==> config.mk <==
export PLATFORM = sky130hd
export DESIGN_NAME = parity_mode_counter
export DESIGN_NICKNAME = d
export VERILOG_FILES = /design/src/rtl/parity_mode_counter_pkg.sv /design/src/rtl/parity_mode_counter_limit_decode.sv /design/src/rtl/parity_mode_counter.sv
export SDC_FILE = /design/constraint.sdc
export NUM_CORES = 1
export LEC_CHECK = 0
export BUFFER_PORTS_ARGS = -buffer_cell sky130_fd_sc_hd__buf_2
export CORE_MARGIN = 1.5
export CORE_UTILIZATION = 50
export CTS_BUF_LIST = sky130_fd_sc_hd__clkbuf_8
export DETAILED_ROUTE_END_ITERATION = 8
export PLACE_DENSITY = 0.73
export SYNTH_ARGS = -nofsm -noshare
export SYNTH_HDL_FRONTEND = slang
export SYNTH_HIERARCHICAL = 1
export SYNTH_SLANG_ARGS = --single-unit
==> constraint.sdc <==
create_clock -name Clk -period 2.08 [get_ports Clk]
set_input_delay 0.208 -clock Clk [delete_from_list [all_inputs] [get_ports Clk]]
set_output_delay 0.208 -clock Clk [all_outputs]
set_load 0.02 [all_outputs]
==> src/rtl/parity_mode_counter_pkg.sv <==
// Shared mode encodings and helpers for the parity/binary mode counter.
package parity_mode_counter_pkg;

    typedef enum logic [1:0] {
        MODE_EVEN_UP  = 2'b00,
        MODE_ODD_UP   = 2'b01,
        MODE_BIN_UP   = 2'b10,
        MODE_BIN_DOWN = 2'b11
    } mode_e;

    function automatic logic is_parity_mode(mode_e m);
        return (m == MODE_EVEN_UP) || (m == MODE_ODD_UP);
    endfunction

endpackage

==> src/rtl/parity_mode_counter_limit_decode.sv <==
// Maps a counting mode to its start value, terminal value and per-step increment.
module cnt_limit_decode
    import parity_mode_counter_pkg::*;
#(
    parameter int CNT_WIDTH = 4
) (
    input  mode_e                mode,
    output logic [CNT_WIDTH-1:0] start_val,
    output logic [CNT_WIDTH-1:0] term_val,
    output logic [CNT_WIDTH-1:0] step_val
);

    always_comb begin
        start_val = '0;
        term_val  = '1;
        step_val  = CNT_WIDTH'(1);
        unique case (mode)
            MODE_EVEN_UP: begin
                term_val = {{(CNT_WIDTH-1){1'b1}}, 1'b0};
                step_val = CNT_WIDTH'(2);
            end
            MODE_ODD_UP: begin
                start_val = CNT_WIDTH'(1);
                step_val  = CNT_WIDTH'(2);
            end
            MODE_BIN_UP: ;
            MODE_BIN_DOWN: begin
                // all-ones step is -1 modulo 2^CNT_WIDTH
                start_val = '1;
                term_val  = '0;
                step_val  = '1;
            end
            default: ;
        endcase
    end

endmodule

==> src/rtl/parity_mode_counter.sv <==
// Four-mode event counter with clear, load, wrap/saturate policy,
// terminal-count decode and sticky overflow.
module parity_mode_counter
    import parity_mode_counter_pkg::*;
#(
    parameter int CNT_WIDTH = 4,
    parameter int WRAP      = 1
) (
    input  logic                 Clk,
    input  logic                 Reset_n,
    input  logic                 Enable,
    input  logic                 Clear,
    input  logic                 Load,
    input  logic [CNT_WIDTH-1:0] LoadValue,
    input  logic [1:0]           Mode,
    output logic [CNT_WIDTH-1:0] CounterOut,
    output logic                 TermCount,
    output logic                 Overflow
);

    mode_e                mode_in;
    mode_e                mode_d, mode_q;
    logic [CNT_WIDTH-1:0] cnt_d, cnt_q;
    logic                 ovf_d, ovf_q;

    logic [CNT_WIDTH-1:0] nxt_start, nxt_term, nxt_step;
    logic [CNT_WIDTH-1:0] reg_start_unused, reg_term, reg_step_unused;
    logic                 unused_ok;

    assign mode_in = mode_e'(Mode);

    // Next-state limits follow the incoming mode; TermCount follows the registered one.
    cnt_limit_decode #(.CNT_WIDTH(CNT_WIDTH)) u_dec_next (
        .mode      (mode_in),
        .start_val (nxt_start),
        .term_val  (nxt_term),
        .step_val  (nxt_step)
    );

    cnt_limit_decode #(.CNT_WIDTH(CNT_WIDTH)) u_dec_reg (
        .mode      (mode_q),
        .start_val (reg_start_unused),
        .term_val  (reg_term),
        .step_val  (reg_step_unused)
    );

    assign unused_ok = ^{reg_start_unused, reg_step_unused};

    always_comb begin
        cnt_d  = cnt_q;
        ovf_d  = ovf_q;
        mode_d = mode_in;
        if (Clear) begin
            cnt_d = nxt_start;
            ovf_d = 1'b0;
        end else if (mode_in != mode_q) begin
            cnt_d = nxt_start;
        end else if (Load) begin
            cnt_d = LoadValue;
            if (is_parity_mode(mode_in))
                cnt_d[0] = (mode_in == MODE_ODD_UP);
        end else if (Enable) begin
            if (cnt_q == nxt_term) begin
                ovf_d = 1'b1;
                if (WRAP != 0)
                    cnt_d = nxt_start;
            end else begin
                cnt_d = cnt_q + nxt_step;
            end
        end
    end

    always_ff @(posedge Clk or negedge Reset_n) begin
        if (!Reset_n) begin
            cnt_q  <= '0;
            mode_q <= MODE_EVEN_UP;
            ovf_q  <= 1'b0;
        end else begin
            cnt_q  <= cnt_d;
            mode_q <= mode_d;
            ovf_q  <= ovf_d;
        end
    end

    assign CounterOut = cnt_q;
    assign TermCount  = (cnt_q == reg_term);
    assign Overflow   = ovf_q;

endmodule
; Yosys cells after proc, flatten, opt, wreduce, memory -nomap -nowiden
; Index checks and enable logic that the tools add are counted.
; Widths: inputs -> output; s select.
[word_totals]
in_bits = 11
register_bits = 7
elab_cells = 35
out_inout_bits = 6
[op_classes]
n_addsub = 1
eq_ne = 8
muxes = 15
reduce_logical = 8
[ops]
columns = operator, n
row1 = $pmux 4 s2, 4
row2 = $mux 4, 5
row3 = $eq 4x4->1, 2
row4 = $mux 1, 6
row5 = $add 4x4->4, 1
row6 = $eq 2x2->1 const B, 2
row7 = $logic_not 2->1, 2
row8 = $ne 2x2->1 const B, 2
row9 = $reduce_and 4->1, 1
row10 = $reduce_bool 2->1, 2
row11 = $reduce_bool 4->1, 1
row12 = $eq 2x1->1 const B, 1
row13 = $ne 2x2->1, 1
row14 = $reduce_or 2->1, 1
row15 = $logic_or 1x1->1, 1

; Logic depth before layout (Yosys ltp)
; Gate-level depths: netlist of run 1.
[depth]
depth_word = 9
depth_mapped = 9
ltp_nobuf = 9

; By module
; Netlist of run 1, hierarchy kept.
[modules_own_cells]
columns = module, area_per_inst_um2, cells_per_inst, seq_area_each_um2, n_inst
row1 = parity_mode_counter, 623.1, 65, 175.2, 1
row2 = cnt_limit_decode, 126.4, 17, 0.0, 2

; Worst setup path after synthesis of run 1
; OpenSTA, ideal clock, no wires.
[synth_timing]
kind = register -> output
from = register mode_q[0]
to = output port TermCount
path_stages_with_launch = 6
t_required_ns = 1.872
path_buffers = 0
arrival_time_ns = 1.604
slack_ns = 0.268
path_cell_list = dfrtp_1 -> inv_1 -> ha_1 -> inv_1 -> xor2_1 -> nor4_1
[synth_between]
elab_chain_cells = 3
word_cells_on_any_way = 4
cone_classes = eq/ne: 2 / mux: 1 / reduce/logical: 1
[synth_lines]
columns = element, line_no
row1 = start: declaration, parity_mode_counter.sv:22  ; mode_e mode_d, mode_q;
row2 = start signal: assignment, parity_mode_counter.sv:80  ; mode_q <= mode_d;
row3 = $eq 2x2->1 / $logic_not 2->1 (equally long branches), -
row4 = $pmux 4 s2 (*), parity_mode_counter_limit_decode.sv:17  ; unique case (mode)
row5 = via reg_term[0], parity_mode_counter.sv:27  ; logic [CNT_WIDTH-1:0] reg_start_unused, reg_term, reg_step_unused;
row6 = $eq 4x4->1 (*), parity_mode_counter.sv:86  ; assign TermCount = (cnt_q == reg_term);
row7 = end: declaration, parity_mode_counter.sv:17  ; output logic TermCount,
; The timed path passes the listed nets; every way through them passes the cells marked *.

; Final worst setup path of run 1
[layout_timing]
from = input port Mode[0]
to = register cnt_q[1], in the netlist CounterOut[1]
[layout_between]
elab_chain_cells = 9
word_cells_on_any_way = 16
cone_classes = add/sub: 1 / eq/ne: 4 / mux: 8 / reduce/logical: 3
[layout_lines]
columns = element, line_no
row1 = start: declaration, parity_mode_counter.sv:15  ; input logic [1:0] Mode,
row2 = $eq 2x1->1 / $logic_not 2->1 (equally long branches), parity_mode_counter_limit_decode.sv:17
row3 = $reduce_or 2->1 (no source line), -
row4 = $pmux 4 s2 (*), parity_mode_counter_limit_decode.sv:17
row5 = via nxt_step[0], parity_mode_counter.sv:26  ; logic [CNT_WIDTH-1:0] nxt_start, nxt_term, nxt_step;
row6 = $add 4x4->4 (*), parity_mode_counter.sv:68  ; cnt_d = cnt_q + nxt_step;
row7 = $mux 4 (*), parity_mode_counter.sv:63  ; if (cnt_q == nxt_term) begin
row8 = $mux 4 (*), parity_mode_counter.sv:62  ; end else if (Enable) begin
row9 = $mux 4 (*), parity_mode_counter.sv:58  ; end else if (Load) begin
row10 = $mux 4 (*), parity_mode_counter.sv:56  ; end else if (mode_in != mode_q) begin
row11 = $mux 4 (*), parity_mode_counter.sv:53  ; if (Clear) begin
row12 = end signal: assignment, parity_mode_counter.sv:79  ; cnt_q <= cnt_d;
row13 = end: declaration, parity_mode_counter.sv:23  ; logic [CNT_WIDTH-1:0] cnt_d, cnt_q;
; The timed path passes the listed nets; every way through them passes the cells marked *. The select of a mux whose other input is x is not followed.
; A chain may end at the register's enable or synchronous reset.

==> results by stage, run 1 <==
Final layout:
- After the last flow step, the layout net total stands at 125.
- The area growth from synthesis to layout is 13.28%.
- Cells with a size suffix above 1 make up 23.30% of the layout.
- The count of placed standard cells in the final layout, fillers left out is between 100 and 150.
- The fill cell instance count of the final layout is roughly 150.
- In the final layout, flip-flops and latches occupy 175.2 µm².
- The final design utilization is between 60% and 70%.
- The number of diodes added for antenna fixing is 0.
- Summing all multi-input logic gate instances after layout gives roughly 500 µm².
- The finished layout cell area is a little over 900 µm².

GRT:
- The global-route usage over all layers is 19.28%.
- The number of global-route vias before repair came to between 600 and 700.
- The initial antenna violation count was 0.
- The wire length of the first global-routing pass is 2635 µm.
- The maximum number of pins on one net before global-route repair is 12.
- Global routing finished with a remaining overflow of 0.

Placement:
- The final HPWL from detailed placement is 1242 µm.
- The standard cell area after detailed placement is about 850 µm².
- The number of port buffers is 16.
- Including well taps, the total number of placed cells is 114.
- Routability-driven placement finished with a final weighted congestion of between 0.8 and 0.9.

Clock tree:
- The clock network latency to the later pin of the worst-skew pair is between 200 and 250 ps.
- The clock buffer count from CTS is 3.
- The total setup buffers inserted after CTS is 0.
- CTS placed an instance of sky130_fd_sc_hd__clkbuf_8 at the clock tree root.
- The CTS tree is built.
- The deepest clock path buffer count is 2.
- Clock-pin slew was measured on the worst setup and hold paths at about 40 ps.
- In this run the number of H-tree levels came out at 1.
- CTS saw 7 sinks.

Power:
- The leakage power is ~0.46 nW.
- The worst-case IR drop observed on VDD is just over 0.0004 V.
- The power per unit of standard cell area is slightly below 600 nW/µm².
- The total chip power is between 0.5 and 0.6 mW.

Min path:
- The worst min-delay path startpoint is Mode[0].
- The tightest min-delay check is of the in -> reg type.

Logic synthesis:
- Counting every net in the synthesized netlist gives 110.
- After synthesis, the mean cell area works out to 8.997 µm².
- The synthesis warning total is 6.
- The cell area that synthesis handed to floorplanning was 800.8 µm².
- After technology mapping, the gate count stands at 89.

Floorplanning:
- The die boundary width is ~43 µm.
- The starting density of the core is between 50% and 60%.
- The total die area is around 1900 µm².
- The vertical die dimension is ~43 µm.
- In this run the count of I/O pins placed on the die edge is 17.
- The area of the placeable core is 1506 µm².
- Row generation in the floorplan step produced 14 rows.

Setup path:
- The critical path goes through buf_2, inv_1, ha_1, or2_1, ha_1, inv_1, fa_1, o31ai_1, a22o_1.
- In this run the worst setup path begins at Mode[0].
- On the critical path, the stage with the largest delay is an instance of sky130_fd_sc_hd__fa_1.
- The endpoint class of the critical path is a flip-flop.
- STA puts the critical path data arrival time at 1950 ps.
- The worst setup path is of the in -> reg kind.
- Together, buffers and inverters on the worst path number 3.
- The largest single stage delay on the critical path is 410 ps.
- The largest fanout on the critical path is 7.
- The required time reported for the critical path endpoint is around 2300 ps.
- The category of the worst setup path launch point is an input port.
- The kind of cell with the highest combined delay along the critical path is adder cells.
- The startpoint of the worst-slack reg-to-reg timing path is CounterOut[0]$_DFFE_PN0P_.

Routing:
- The detail-routed net length per standard cell is roughly 13 µm.
- Before antenna repair, the detailed router went through 4 iterations.
- After detailed routing, the number of vias per cell comes to 5.336.
- For this block, the initial DRC count from the detailed router was 11.
- The remaining design rule violation count is 0.
- The post-route antenna net violation count is 0.
- The total detailed-routing wirelength is between 1500 and 2000 µm.
- For this block, the via count after detailed routing is 635.

Timing:
- Setup repair after global routing left no endpoint under its margin.
- The count of endpoints failing hold in the final timing report is 0.
- The worst-margin pin slew is 277.3 ps.
- Setup violations remaining at the end of the flow were counted as 0.
- The fraction of the cycle the final worst path needs is 85.56%.
- The smallest clock period supported by the final layout is computed as around 1800 ps.
- Static timing analysis puts the maximum clock frequency at 561.9 MHz.
- The number of pins with negative max-slew slack in the final report is 0.
- Adding up every negative setup slack in the final design gives 0 ps.
- The worst max-slew margin expressed relative to the limit is roughly four fifths.
- For the final database, setup skew stands at 2.994 ps.

Status:
- The run finished with clean final reports.

Run:
- The tool flagged a number of max-cap violations equal to 0.
[placed cells by master (no fill, tap or decap), types with 2 or more instances in the layout]
master,count
sky130_fd_sc_hd__dfrtp_1,7
sky130_fd_sc_hd__clkbuf_8,3
sky130_fd_sc_hd__inv_1,14
sky130_fd_sc_hd__a22o_1,3
sky130_fd_sc_hd__buf_4,2
sky130_fd_sc_hd__nor2_1,2
sky130_fd_sc_hd__xor2_1,7
sky130_fd_sc_hd__o31ai_1,2
sky130_fd_sc_hd__or2_1,2
sky130_fd_sc_hd__xnor2_1,6
sky130_fd_sc_hd__buf_2,16
sky130_fd_sc_hd__a21oi_1,3
sky130_fd_sc_hd__mux2i_1,2
sky130_fd_sc_hd__nor3b_1,2
sky130_fd_sc_hd__ha_1,9
[per-layer routing]
metal	track usage [%]	up-vias	part of all wire (%)
met2	32.42	11	50
met5	0	-	0
met1	23.10	294	45
met3	8.085	3	4.3
li1	-	327	-
met4	3.636	0	0.93
[through the flow]
| step | worst slack [ps] | hold slack [ps] |
|---|---|---|
| after global routing | 190.0 | 183.2 |
| after global placement | 113.6 | 57.08 |
| final | 300.4 | 181.5 |
| after floorplan | 317.4 | -87.59 |
| after CTS | 284.5 | 179.5 |
| after detailed placement | 66.11 | 53.90 |
[worst register-to-register path, cell delays in order (launching register included)]
cell	delay, ps
sky130_fd_sc_hd__dfrtp_1	430
sky130_fd_sc_hd__ha_1	200
sky130_fd_sc_hd__inv_1	60
sky130_fd_sc_hd__fa_1	390
sky130_fd_sc_hd__xor2_1	170
sky130_fd_sc_hd__o31ai_1	200
sky130_fd_sc_hd__a22o_1	170
[state kept, by name (all words and copies together), names as in the netlist]
name,count
Overflow,1
CounterOut,4
mode_q,2
[power by group]
group / total (mW) / switching (mW) / internal, mW / leakage, nW
clock network: 0.190 / 0.0624 / 0.128 / 0.0269
logic: 0.171 / 0.0915 / 0.0799 / 0.344
registers: 0.166 / 0.0186 / 0.147 / 0.0876
[worst paths after layout]
path | to | slack, ps | depth (start not counted)
worst max-delay path | CounterOut[1]$_DFFE_PN0P_ | 300 | 9
max in group asynchronous | mode_q[1]$_DFF_PN0_ | 1580 | 2
worst max register to register | CounterOut[2]$_DFFE_PN0P_ | 400 | 6
worst min-delay path | mode_q[0]$_DFF_PN0_ | 180 | 1
min in group asynchronous | CounterOut[3]$_DFFE_PN0P_ | 340 | 2
worst min register to register | Overflow$_DFFE_PN0P_ | 530 | 2
[cell type report]
cell class / count / share of cell area (%)
Sequential cell: 7 / 19.31
Timing Repair Buffer: 19 / 11.59
Inverter: 13 / 5.379
Clock buffer: 3 / 4.552
Clock inverter: 1 / 0.4138
Tap cell: 16 / 2.207
Multi-Input combinational cell: 60 / 56.55
[repair_timing]
| item | CTS | global route |
|---|---|---|
| resized for setup | 0 | 0 |
| endpoints found under the hold margin | 7 | 0 |
| hold buffers | 1 | 0 |
No activity file was read; power rests on OpenSTA's default activity.
==> run 2: changes to the inputs <==
- ABC_AREA: default -> 1
- PLACE_DENSITY: 0.73 -> 0.72
==> results by stage, run 2 <==
Status:
- The run finished with clean final reports.

Routing:
- The post-route antenna net violation count is 0 (unchanged).
- The violation count after the first detailed-routing iteration is 21 (+10).
- The total detailed-routing wirelength was 1858 µm (+23%).
- The ratio of routed vias to standard cells is 4.678 (-12%).
- The total via count after detailed routing came to 842 (+33%).
- The remaining design rule violation count came to 0 (unchanged).
- The detail-routed net length per standard cell was 10.32 µm (-19%).
- The number of optimization iterations in the first detailed-route pass is 6 (+2).

Timing:
- The number of pins with negative max-slew slack in the final report is 0 (unchanged).
- The worst max-slew margin expressed relative to the limit is 84.43% (+3.2 points).
- The time the worst path needs with I/O delays and setup is 1881 ps (+101.4 ps).
- The final setup violation count is 0 (unchanged).
- The accumulated negative setup slack is 0 ps (unchanged).
- The count of endpoints failing hold in the final timing report is 0 (unchanged).
- Setup repair after global routing left no endpoint under its margin.
- The highest clock rate came to 531.6 MHz (-5.4%).
- The fraction of the cycle the final worst path needs is 90.43% (+4.9 points).
- The setup skew after layout is 4.233 ps (+1.240 ps).
- The worst-margin pin slew is 233.5 ps (-43.80 ps).

Floorplanning:
- The placement row count was 15 (+1).
- The die boundary width is 46.01 µm (+6.9%).
- The number of top-level pins is 17 (unchanged).
- The vertical die dimension is 46.01 µm (+6.9%).
- The starting density of the core is 53.55% (+0.39 points).
- The total die area is 2116 µm² (+14%).
- The area of the placeable core is 1727 µm² (+15%).

Placement:
- The standard cell area after detailed placement is 983.4 µm² (+15%).
- The number of port buffers is 16 (unchanged).
- The routability-driven placement congestion ratio came to 0.8704 (+5.6%).
- The final HPWL from detailed placement is 1536 µm (+24%).
- The cell total after placement is 175 (+54%).

Setup path:
- The largest fanout on the critical path came to 4 (-3).
- In this design, the critical path's most frequently occurring cell is sky130_fd_sc_hd__inv_1.
- The depth of the most critical reg-to-reg path is 11 (+5).
- STA classifies the critical path startpoint as a flip-flop.
- The setup slack on the worst flop-to-flop path is 370 ps (-30 ps).
- The dominant delay contributor by cell family on the critical path is flip-flops.
- The startpoint identified for the worst register-to-register timing path is CounterOut[0]$_DFFE_PN0P_.
- The standard cell with the maximum stage delay on the critical path is sky130_fd_sc_hd__dfrtp_1.
- The signal on the critical path passes through inv_1, ha_1, inv_1, or2_2, a221oi_1, buf_2.
- The buffer and inverter count on the worst path was 3 (unchanged).
- STA classifies the critical path endpoint as an output pin.
- The reg-to-reg critical path endpoint is CounterOut[2]$_DFFE_PN0P_.
- The setup path with the least slack is of type reg -> out.
- The data arrival time at the worst-slack endpoint is 1670 ps (-280 ps).
- The largest stage delay on the critical path is 380 ps (-30 ps).
- The required time reported for the critical path endpoint is 1870 ps (-380 ps).

GRT:
- The global-route congestion overflow total came to 0 (unchanged).
- The global-route usage over all layers is 19.95% (+0.67 points).
- The initial antenna violation count is 0 (unchanged).
- The wire length of the first global-routing pass is 3008 µm (+14%).
- The maximum number of pins on one net before global-route repair is 9 (-3).
- The number of global-route vias before repair is 736 (+22%).

Min path:
- The count of cells along the worst hold path was 1 (unchanged).
- The worst min-delay path startpoint is Mode[0].
- The type of the tightest min-delay check is in -> reg.
- For hold timing, the worst endpoint is mode_q[0]$_DFF_PN0_.

Clock tree:
- The clock buffer count from CTS is 3 (unchanged).
- The CTS tree is built.
- The CTS sink count came to 7 (unchanged).
- The number of H-tree levels is 1 (unchanged).
- The cell sitting at the root of the clock tree is a sky130_fd_sc_hd__clkbuf_8.
- The clock slew at the register clock pins of the worst setup and hold paths was 40 ps (about the same).
- The clock network latency to the later pin of the worst-skew pair came to 230 ps (about the same).
- The total setup buffers inserted after CTS is 0 (unchanged).
- The deepest clock path buffer count is 2 (unchanged).

Final layout:
- The count of placed standard cells in the final layout, fillers left out is 180 (+51%).
- The fraction of layout cells with a size suffix above 1 was 27.10% (+3.8 points).
- The leading cell type in the layout, fill and taps excluded is sky130_fd_sc_hd__nand2_1.
- The area growth from synthesis to layout is 12.31%.
- Leaving out fill and tap cells, the most frequent cells in the layout are sky130_fd_sc_hd__nand2_1, sky130_fd_sc_hd__inv_1, sky130_fd_sc_hd__buf_2, sky130_fd_sc_hd__nand3_1, sky130_fd_sc_hd__nor2_1.
- The number of diodes added for antenna fixing is 0 (unchanged).
- The layout net count is 177 (+42%).
- The finished layout cell area is 1039 µm² (+14%).
- The flip-flop count of the largest register after layout is 4 (unchanged).

Logic synthesis:
- The synthesis warning total was 6 (unchanged).
- The gate count after technology mapping is 141 (+58%).
- The net count after synthesis is 162 (+47%).
- The average cell area after synthesis is 6.558 µm² (-27%).
- The post-synthesis cell area is 924.6 µm² (+15%).

Power:
- The power per unit of standard cell area is 531.6 nW/µm² (-8.6%).
- The total chip power is 0.5520 mW (+4.6%).
- The leakage power was 0.6274 nW (+37%).
- The maximum ir drop on the vdd rail is 0.0004768 V (+18%).

Run:
- The number of maximum-capacitance violations is 0 (unchanged).
-- run 2: power by group --
| group | internal (mW) | leakage (nW) | switching (mW) |
|---|---|---|---|
| Combinational | 0.0786 | 0.513 | 0.125 |
| Sequential | 0.147 | 0.0875 | 0.0180 |
| Clock | 0.127 | 0.0269 | 0.0560 |
| Total | 0.353 | 0.627 | 0.199 |
-- run 2: through the flow --
step	setup slack (ps)	util (%)	hold WS (ps)
floorplan	306.4	-	-87.59
global route	32.05	60.14	181.3
CTS	184.3	60.14	180.4
detailed placement	170.9	56.96	50.84
global placement	248.3	56.96	44.48
finish	199.0	60.14	184.3
-- run 2: worst max-delay path by stage --
stage	startpoint	slack (ps)	to	cells after the start
global route	mode_q[0]$_DFF_PN0_	30	TermCount	6
detailed placement	Mode[1]	170	CounterOut[2]$_DFFE_PN0P_	15
floorplan	mode_q[0]$_DFF_PN0_	310	TermCount	5
global placement	Mode[1]	250	CounterOut[2]$_DFFE_PN0P_	15
CTS	mode_q[0]$_DFF_PN0_	180	TermCount	6
finish	mode_q[0]$_DFF_PN0_	200	TermCount	6
-- run 2: cell type report --
cell class,instances,area [µm²]
fillers,180,688.2
multi-input cells,93,565.5
flip-flops and latches,7,175.2
inverters,33,123.9
repair buffers,18,97.59
clock buffers,3,41.29
well taps,25,31.28
clock inverters,1,3.754
-- run 2: repair_timing --
action,in CTS,in global routing
hold buffers,1,0
resized for setup,0,0
endpoints found under the hold margin,7,0
setup endpoints to repair,0,0
-- run 2: per-layer routing --
metal | track usage (%) | vias up | share of wire (%) | wire length [µm]
met1 | 24.28 | 376 | 43 | 808
met5 | 0 | - | 0 | 0
met3 | 5.952 | 0 | 5.7 | 106
met2 | 34.72 | 23 | 51 | 943
li1 | - | 443 | - | -
met4 | 3.429 | 0 | 0 | 0
==> run 3: changes to the inputs <==
- PLACE_DENSITY: 0.72 -> 0.75
- SYNTH_HIERARCHICAL: 1 -> default
- clock period: 2.08 -> 2.3 ns (I/O delays scaled with it)
==> results by stage, run 3 <==
Logic synthesis:
- The synthesis warning total was 0 (-6).
- Among all flip-flop cells after synthesis, the most frequent one is sky130_fd_sc_hd__dfrtp_1.
- The average cell area after synthesis came to 7.044 µm² (+7.4%).
- The gate count after technology mapping was 100 (-29%).
- After synthesis, the most frequently instantiated cells are sky130_fd_sc_hd__nand2_1, sky130_fd_sc_hd__nor2_1, sky130_fd_sc_hd__nand3_1, sky130_fd_sc_hd__inv_1.
- Among all cell types in the netlist, the one instantiated most often is sky130_fd_sc_hd__nand2_1.
- The top cell type's share of synthesized area is between 20% and 30%.
- The synthesized design contains 7 register bits.
- The count of different cell masters after synthesis is 23.
- Yosys mapped a number of flops with a built-in enable equal to 0.
- Sorting the synthesized cells by area gives the leading types as sky130_fd_sc_hd__dfrtp_1, sky130_fd_sc_hd__ha_1, sky130_fd_sc_hd__nand2_1, sky130_fd_sc_hd__nor2_1, sky130_fd_sc_hd__nand3_1.
- The fraction of registers with async set/reset is 100.0%.
- The most area-hungry cell type in the Yosys netlist is sky130_fd_sc_hd__dfrtp_1.
- The post-synthesis cell area is 704.4 µm² (-24%).
- Sequential elements use approximately a quarter of the synthesized area.
- The net count after synthesis is 119 (-27%).

GRT:
- The number of global-route vias before repair is 649 (-12%).
- The maximum number of pins on one net before global-route repair came to 9 (unchanged).
- The initial antenna violation count is 0 (unchanged).
- The global-route congestion overflow total came to 0 (unchanged).
- The wire length of the first global-routing pass is 2580 µm (-14%).
- The global-route usage over all layers was 23.18% (+3.2 points).

Power:
- The leakage power is 0.4685 nW (-25%).
- The total chip power came to 0.4880 mW (-12%).
- The maximum ir drop on the vdd rail came to 0.0003046 V (-36%).
- The power per unit of standard cell area is 568.5 nW/µm² (+7.0%).

Floorplanning:
- The number of top-level pins is 17 (unchanged).
- The total die area is 1643 µm² (-22%).
- The area of the placeable core was 1301 µm² (-25%).
- The die boundary width is 40.54 µm (-12%).
- The vertical die dimension is 40.54 µm (-12%).
- The starting density of the core is 54.13% (+0.58 points).
- The placement row count is 13 (-2).

Setup path:
- The largest stage delay on the critical path is 390 ps (about the same).
- The largest fanout on the critical path is 2 (-2).
- The critical path goes through ha_1, xor2_1, nor3_1, buf_2.
- The required time reported for the critical path endpoint came to 2070 ps (+200 ps).
- Among all stages on the critical path, the largest delay is contributed by sky130_fd_sc_hd__dfrtp_1.
- The endpoint class of the critical path is an output pin.
- The critical path class is reg -> out.
- The worst setup path is launched from a flip-flop.
- The data arrival time at the worst-slack endpoint is 1480 ps (-190 ps).

Clock tree:
- The CTS sink count is 7 (unchanged).
- The library cell used as clock root buffer is sky130_fd_sc_hd__clkbuf_8.
- The clock slew at the register clock pins of the worst setup and hold paths was 40 ps (about the same).
- The number of H-tree levels is 1 (unchanged).
- The post-cts repair resize count is 0 (unchanged).
- The clock buffer count from CTS is 3 (unchanged).
- The clock network latency to the later pin of the worst-skew pair was 230 ps (about the same).
- TritonCTS built the clock tree.
- The deepest clock path buffer count is 2 (unchanged).

Routing:
- The number of optimization iterations in the first detailed-route pass was 4 (-2).
- The total detailed-routing wirelength came to 1628 µm (-12%).
- The violation count after the first detailed-routing iteration is 7 (-67%).
- The remaining design rule violation count is 0 (unchanged).
- The total via count after detailed routing is 705 (-16%).
- The post-route antenna net violation count was 0 (unchanged).
- The detail-routed net length per standard cell was 11.97 µm (+16%).
- The ratio of routed vias to standard cells is 5.184 (+11%).

Timing:
- Setup repair after global routing left no endpoint under its margin.
- The time the worst path needs with I/O delays and setup is between 1500 and 2000 ps.
- The number of pins with negative max-slew slack in the final report is 0 (unchanged).
- The worst-margin pin slew is 325.9 ps (+92.38 ps).
- The accumulated negative setup slack is 0 ps (unchanged).
- The worst max-slew margin expressed relative to the limit is 78.13% (-6.3 points).
- Derived from the worst setup path, the maximum achievable clock frequency is between 500 and 600 MHz.
- The setup skew after layout came to 1.825 ps (-2.408 ps).
- The count of endpoints failing hold in the final timing report is 0 (unchanged).
- The final setup violation count is 0 (unchanged).
- Of the available clock period, the critical path in the final layout requires between 70% and 80%.

Final layout:
- The layout net count came to 141 (-20%).
- Leaving out fill and tap cells, the most frequent cell in the layout is sky130_fd_sc_hd__nand2_1.
- The library cells used most frequently in the layout, excluding fill and tap cells, are sky130_fd_sc_hd__nand2_1, sky130_fd_sc_hd__nor2_1, sky130_fd_sc_hd__buf_2, sky130_fd_sc_hd__nand3_1, sky130_fd_sc_hd__inv_1.
- The count of placed standard cells in the final layout, fillers left out was 136 (-24%).
- The number of diodes added for antenna fixing is 0 (unchanged).
- The fraction of layout cells with a size suffix above 1 is 26.45% (-0.65 points).
- The area growth from synthesis to layout is 21.85%.
- The finished layout cell area was 858.3 µm² (-17%).
- The fill cell instance count of the final layout was 122 (-32%).
- The flip-flop count of the largest register after layout was 4 (unchanged).

Placement:
- The routability-driven placement congestion ratio came to 0.8062 (-7.4%).
- The standard cell area after detailed placement is 803.3 µm² (-18%).
- The final HPWL from detailed placement is 1313 µm (-15%).
- The number of port buffers is 16 (unchanged).
- The cell total after placement came to 131 (-25%).

Run:
- The number of maximum-capacitance violations was 0 (unchanged).

Min path:
- The type of the tightest min-delay check is in -> reg.

Status:
- The flow ran to the end, and the final reports show no timing, DRC or antenna violations.
==> run 3: what timing repair did <==
action                                  CTS  global route
hold buffers                              1             0
setup buffers                             0             0
endpoints found under the setup margin    0             0
endpoints found under the hold margin     7             0
==> run 3: area by class of cell <==
| type | instances | area [µm²] | share of cell area, % |
|---|---|---|---|
| tap | 15 | 18.77 | 2.187 |
| timing repair buffer | 17 | 90.09 | 10.50 |
| sequential | 7 | 175.2 | 20.41 |
| multi-input combinational | 81 | 483.0 | 56.27 |
| clock inverter | 1 | 3.754 | 0.4373 |
| clock buffer | 3 | 41.29 | 4.810 |
| inverter | 12 | 46.29 | 5.394 |
==> run 3: stage by stage <==
stage / setup slack (ps) / utilization [%] / hold WS (ps)
4_1_cts: 592.1 / 65.96 / 179.6
2_1_floorplan: 650.4 / - / -65.59
3_5_place_dp: 373.9 / 61.73 / 70.80
6_report: 594.6 / 65.96 / 180.3
3_3_place_gp: 412.3 / 61.73 / 71.40
5_1_grt: 501.8 / 65.96 / 184.3
==> run 3: per-layer routing <==
layer | vias up | share of wire, % | GRT usage, %
met1 | 324 | 46 | 26.64
met4 | 0 | 0.37 | 5.833
met5 | - | 0 | 0
met3 | 2 | 3.8 | 7.222
li1 | 360 | - | -
met2 | 19 | 50 | 40.87
==> run 3: worst max-delay path: cells and delay by family, from the launching register on <==
family                     cells  cell delay [ps]
xor gates and xnor gates       1              150
adders and majority gates      1              310
buffers and inverters          1              200
DFF                            1              390
and+or+nand+nor                1              200
==> run 3: worst paths after layout <==
| kind | to | slack [ps] | depth (start not counted) | startpoint |
|---|---|---|---|---|
| setup / recovery | TermCount | 590 | 4 | mode_q[0]$_DFF_PN0_ |
| hold / removal | mode_q[0]$_DFF_PN0_ | 180 | 1 | Mode[0] |
| setup reg to reg | CounterOut[2]$_DFFE_PN0P_ | 700 | 7 | CounterOut[0]$_DFFE_PN0P_ |
| hold reg to reg | Overflow$_DFFE_PN0P_ | 520 | 2 | Overflow$_DFFE_PN0P_ |
| max in group asynchronous | mode_q[0]$_DFF_PN0_ | 1780 | 2 | Reset_n |
| min in group asynchronous | CounterOut[3]$_DFFE_PN0P_ | 370 | 2 | Reset_n |
==> run 3: cells by family after synthesis <==
kind of cell / synth area share, %
AND/OR/NAND/NOR: 39.43
adder cells (fa/ha/maj): 15.27
AO/OA/AOI/OAI: 8.881
buffers and inverters: 6.571
flip-flops: 24.87
XOR/XNOR: 4.974
==> run 3: power by group <==
group | leakage, nW | switching (mW) | total [mW] | internal [mW]
clock network | 0.0269 | 0.0564 | 0.172 | 0.116
logic | 0.354 | 0.101 | 0.166 | 0.0648
registers | 0.0878 | 0.0167 | 0.150 | 0.133
